## src/rtl/reg_bank_rw_pkg.sv

```systemverilog
// reg_bank_rw_pkg: shared widths, register indices and types for the register bank
package reg_bank_rw_pkg;
    localparam int DATA_BITS    = 32;
    localparam int IDX_BITS     = 5;
    localparam int REG_ZERO     = 0;
    localparam int REG_SP       = 29;
    localparam int REG_RA       = 31;
    localparam int SP_RESET_VAL = 227;
    typedef logic [IDX_BITS-1:0]  reg_idx_t;
    typedef logic [DATA_BITS-1:0] word_t;
endpackage

```

## src/rtl/reg_bank_read_port.sv

```systemverilog
// reg_bank_read_port: zero-register check, write bypass and array select for one read port
import reg_bank_rw_pkg::*;
module reg_bank_read_port #(
    parameter int DATA_W = DATA_BITS,
    parameter int ADDR_W = IDX_BITS
) (
    input  logic [DATA_W-1:0] regs [2**ADDR_W],
    input  logic [ADDR_W-1:0] read_reg,
    input  logic              reg_write,
    input  logic [ADDR_W-1:0] write_reg,
    input  logic [DATA_W-1:0] write_data,
    output logic [DATA_W-1:0] read_data
);
    always_comb
        read_data = (read_reg == ADDR_W'(REG_ZERO)) ? '0 :
                    (reg_write && write_reg == read_reg) ? write_data : regs[read_reg];
endmodule

```

## src/rtl/reg_bank_rw.sv

```systemverilog
// reg_bank_rw: 32x32 register bank with sync reset, two bypassed async read ports
import reg_bank_rw_pkg::*;
module reg_bank_rw #(
    parameter int DATA_W   = DATA_BITS,
    parameter int ADDR_W   = IDX_BITS,
    parameter int SP_IDX   = REG_SP,
    parameter int SP_RESET = SP_RESET_VAL
) (
    input  logic              clk,
    input  logic              reset,
    input  logic              reg_write,
    input  logic [ADDR_W-1:0] write_reg,
    input  logic [DATA_W-1:0] write_data,
    input  logic [ADDR_W-1:0] read_reg1,
    input  logic [ADDR_W-1:0] read_reg2,
    output logic [DATA_W-1:0] read_data1,
    output logic [DATA_W-1:0] read_data2,
    output logic              write_done
);
    logic [DATA_W-1:0] regs [2**ADDR_W];
    logic              commit;
    assign commit = reg_write && write_reg != ADDR_W'(REG_ZERO);
    // reg[0] is never written, so it holds its reset value of zero forever
    always_ff @(posedge clk) begin
        if (reset) begin
            for (int i = 0; i < 2**ADDR_W; i++)
                regs[i] <= (i == SP_IDX) ? DATA_W'(SP_RESET) : '0;
            write_done <= 1'b0;
        end else begin
            if (commit)
                regs[write_reg] <= write_data;
            write_done <= commit;
        end
    end
    reg_bank_read_port #(.DATA_W(DATA_W), .ADDR_W(ADDR_W)) u_rp1 (
        .regs(regs), .read_reg(read_reg1), .reg_write(reg_write),
        .write_reg(write_reg), .write_data(write_data), .read_data(read_data1)
    );
    reg_bank_read_port #(.DATA_W(DATA_W), .ADDR_W(ADDR_W)) u_rp2 (
        .regs(regs), .read_reg(read_reg2), .reg_write(reg_write),
        .write_reg(write_reg), .write_data(write_data), .read_data(read_data2)
    );
endmodule

```

## config.mk

```make
export PLATFORM = sky130hd
export DESIGN_NAME = reg_bank_rw
export DESIGN_NICKNAME = d
export VERILOG_FILES = /design/src/rtl/reg_bank_rw_pkg.sv /design/src/rtl/reg_bank_read_port.sv /design/src/rtl/reg_bank_rw.sv
export SDC_FILE = /design/constraint.sdc
export NUM_CORES = 2
export LEC_CHECK = 0
export ABC_AREA = 0
export CORE_ASPECT_RATIO = 0.6
export CORE_UTILIZATION = 30
export CTS_CLUSTER_DIAMETER = 120
export DETAILED_ROUTE_END_ITERATION = 16
export DONT_BUFFER_PORTS = 1
export SLEW_MARGIN = 0
export SYNTH_ARGS = -nofsm -noshare
export SYNTH_HDL_FRONTEND = slang
export SYNTH_SLANG_ARGS = --single-unit
```

## constraint.sdc

```tcl
create_clock -name clk -period 3.5 [get_ports clk]
set_input_delay 0.7 -clock clk [delete_from_list [all_inputs] [get_ports clk]]
set_output_delay 0.7 -clock clk [all_outputs]
set_load 0.01 [all_outputs]
```

==> results.yml <==
routing:
  drt_pass1_iterations: 6
  drc_errors: 0
  via_per_inst: 5.978
  wl_per_cell_um: 27.56
  finalWirelength_mm: 216.3
  ant_nets: 0
  via_count: 46910
  drtIter0Drc: 8517
global_routing:
  grt_pass1_vias: 43640
  grt_pass1_wl_mm: 307.8
  grt_max_degree: 1026
  antenna_found_initial: 3
  grt_overflow: 0
  grt.total_usage_pct: 24.13
synthesis:
  synth_fp_nets: 5956
  yosysUniqueCellTypes: 49
  yosys-top-cells-area: "dfxtp_1 40%, mux4_2 20%, nand2_1 15%, a21oi_1 9.9%, clkbuf_1 3.6%"
  synthFlopType: "dfxtp_1"
  ys_warn_count: 0
  syn_area_um2: 51520
  synth_top_cell_by_area: "dfxtp_1"
  synth_area_per_cell_um2: 8.723
  ys_ff_latch: 1025
  synth_top_area_share_pct: 39.83
  async_reset_ff_share_pct: 0
  synth-edff-count: 0
  netlist_instances: 5906
  synth_seq_area_share_pct: 39.83
timing:
  period_share_pct: 117.8
  post-route-min-period_ns: 4.121
  maxSlewHeadroom_pct: -246.8
  final_hold_viol_count: 0
  setup_ws_ns: -0.6214
  finalMaxSlewViolations: 1067
  grt_setup_unrepaired: "true"
  max_freq_ghz: 0.2426
  clock_skew_ns: 0
  tightest_slew_ns: 5.202
  finalSetupViolations: 229
critical_path:
  regToRegSetupSlack_ns: 2.63
  cp_slowest_stage_delay_ns: 1.01
  cp_slowest_cell: "mux4_2"
  arrival_ns: 3.42
  critPathBufInv: 1
  critical_path.endpoint_type: "output port"
  path_class: "primary input to output port"
  cp_max_fo: 322
  crit_path_cell_trace: "mux4_2 > mux2i_2 > nor2_2 > a311oi_2 > a21oi_4 > buf_6"
  worstSetupStartpointType: "primary input"
  critPathTopFamily: "multiplexers"
  critical_path_required_ns: 2.80
placed_design:
  dp.cells: 7684
  io_buffers: 0
  hpwlAfterDp_mm: 132.1
  routabilityCongestion: 0.9454
cts:
  cts_tree: "yes"
  cts_hold_buf: 0
  clock_tree.root_cell: "clkbuf_16"
  cts.sinks: 1025
  cts_buffers: 87
  h-tree-depth: 3
  clk_latency_ns: 0.68
  cts.clk_slew.worst_paths_ns: 0.07
  cts_max_path_buffers: 3
final_layout:
  n_fill_cell: 17350
  mostFrequentLayoutCell: "nand2_1"
  seq_area_um2: 20520
  finalNetCount: 5562
  synthToLayoutAreaGrowth_pct: 10.42
  fin_util_pct: 33.44
  multiInputGateArea_um2: 28790
  final_cell_mix: "2005 x nand2_1, 1025 x dfxtp_1, 1010 x a21oi_1"
  drive_above_1_share_pct: 15.60
  fin_cells: 7847
die:
  die-area_um2: 173400
  coreArea_um2: 170100
  die_w_um: 537.0
  io_pins: 115
  die_y_um: 323.0
  rows: 117
  initial_core_util_pct: 30.29
power_and_ir_drop:
  ir_drop_v: 0.0003089
  p_per_area_nw_per_um2: 428.7
  p_leak_nw: 17.76
  finalPower_mw: 24.39
outcome:
  status: "finished, violations left"
  failed_checks: "slew limit, setup timing"
min_path:
  worst_hold_path_type: "primary input to flop"
run:
  timing.max_cap.violations: 0
what timing repair did:
action / CTS / global route
gates resized for setup: 12 / 20
setup buffers: 0 / 2
pin swaps: 3 / 13
endpoints found under the setup margin: 13 / 24
registers in the layout (all words and copies together), names as in the netlist:
name / flops
regs: 1024
write_done: 1
cell usage after synthesis (11+ instances only):
cell type and n:
nand2_1 2038, buf_2 89, clkbuf_1 497, nand3b_1 11, a22oi_1 65, nor2b_1 38
a32o_1 32, buf_6 17, mux2i_1 144, a22o_1 18, o22ai_1 135, buf_4 15
a21oi_1 1014, mux4_2 450, o21ai_0 19, dfxtp_1 1025, nor2_1 124, a2111oi_0 16
final timing paths:
path | startpoint | end | cells past startpoint
setup reg to reg | regs[773] | regs[773] | 2
setup / recovery | read_reg1[0] | read_data1[6] | 6
hold reg to reg | regs[557] | regs[557] | 2
hold / removal | write_data[2] | regs[482] | 2
kinds of logic after synthesis:
logic type,after synthesis,share of synthesized area (%)
multiplexers,602,22.65
flip-flops,1025,39.83
buffers and inverters,639,5.273
AO/OA/AOI/OAI,1376,15.15
XOR/XNOR,10,0.1700
AND/OR/NAND/NOR,2254,16.94
report_power, final:
part | internal [mW] | total, mW | switching, mW
Combinational | 0.675 | 1.58 | 0.905
Sequential | 11.7 | 11.8 | 0.0649
Clock | 6.09 | 11.0 | 4.91
layer usage:
layer | vias to the layer above | wire [um] | global-route usage (%)
met5 | - | 125 | 0
li1 | 19860 | - | -
met1 | 23080 | 84630 | 33.85
met2 | 3481 | 87870 | 33.65
met4 | 4 | 7567 | 7.883
met3 | 493 | 36100 | 9.134
through the flow:
stage | instance area [um^2] | TNS [ns] | hold WS, ns | setup slack, ns
after floorplan | 51520 | 0 | 0.4429 | 0.3599
after global placement | 53620 | -0.9025 | 0.4480 | -0.2877
after detailed placement | 53620 | -1.273 | 0.4570 | -0.4055
after CTS | 56770 | -0.1261 | 0.1086 | -0.09201
after global routing | 56880 | -2.290 | 0.1209 | -0.3286
final | 56880 | -32.29 | 0.1415 | -0.6214
worst register-to-register path, stage by stage, from the launching register on:
cell	delay (ns)
dfxtp_1	0.38
nand2_1	0.08
a21oi_1	0.08
final cells by class:
type	instances	share of cell area [%]
inverters	2	0.01320
clock buffers	121	4.500
well taps	2261	4.973
clock inverters	39	0.9480
flip-flops and latches	1025	36.07
repair buffers	154	2.866
multi-input cells	4242	50.61
diodes	3	0.01320
Power figures use the tool's default switching activity.
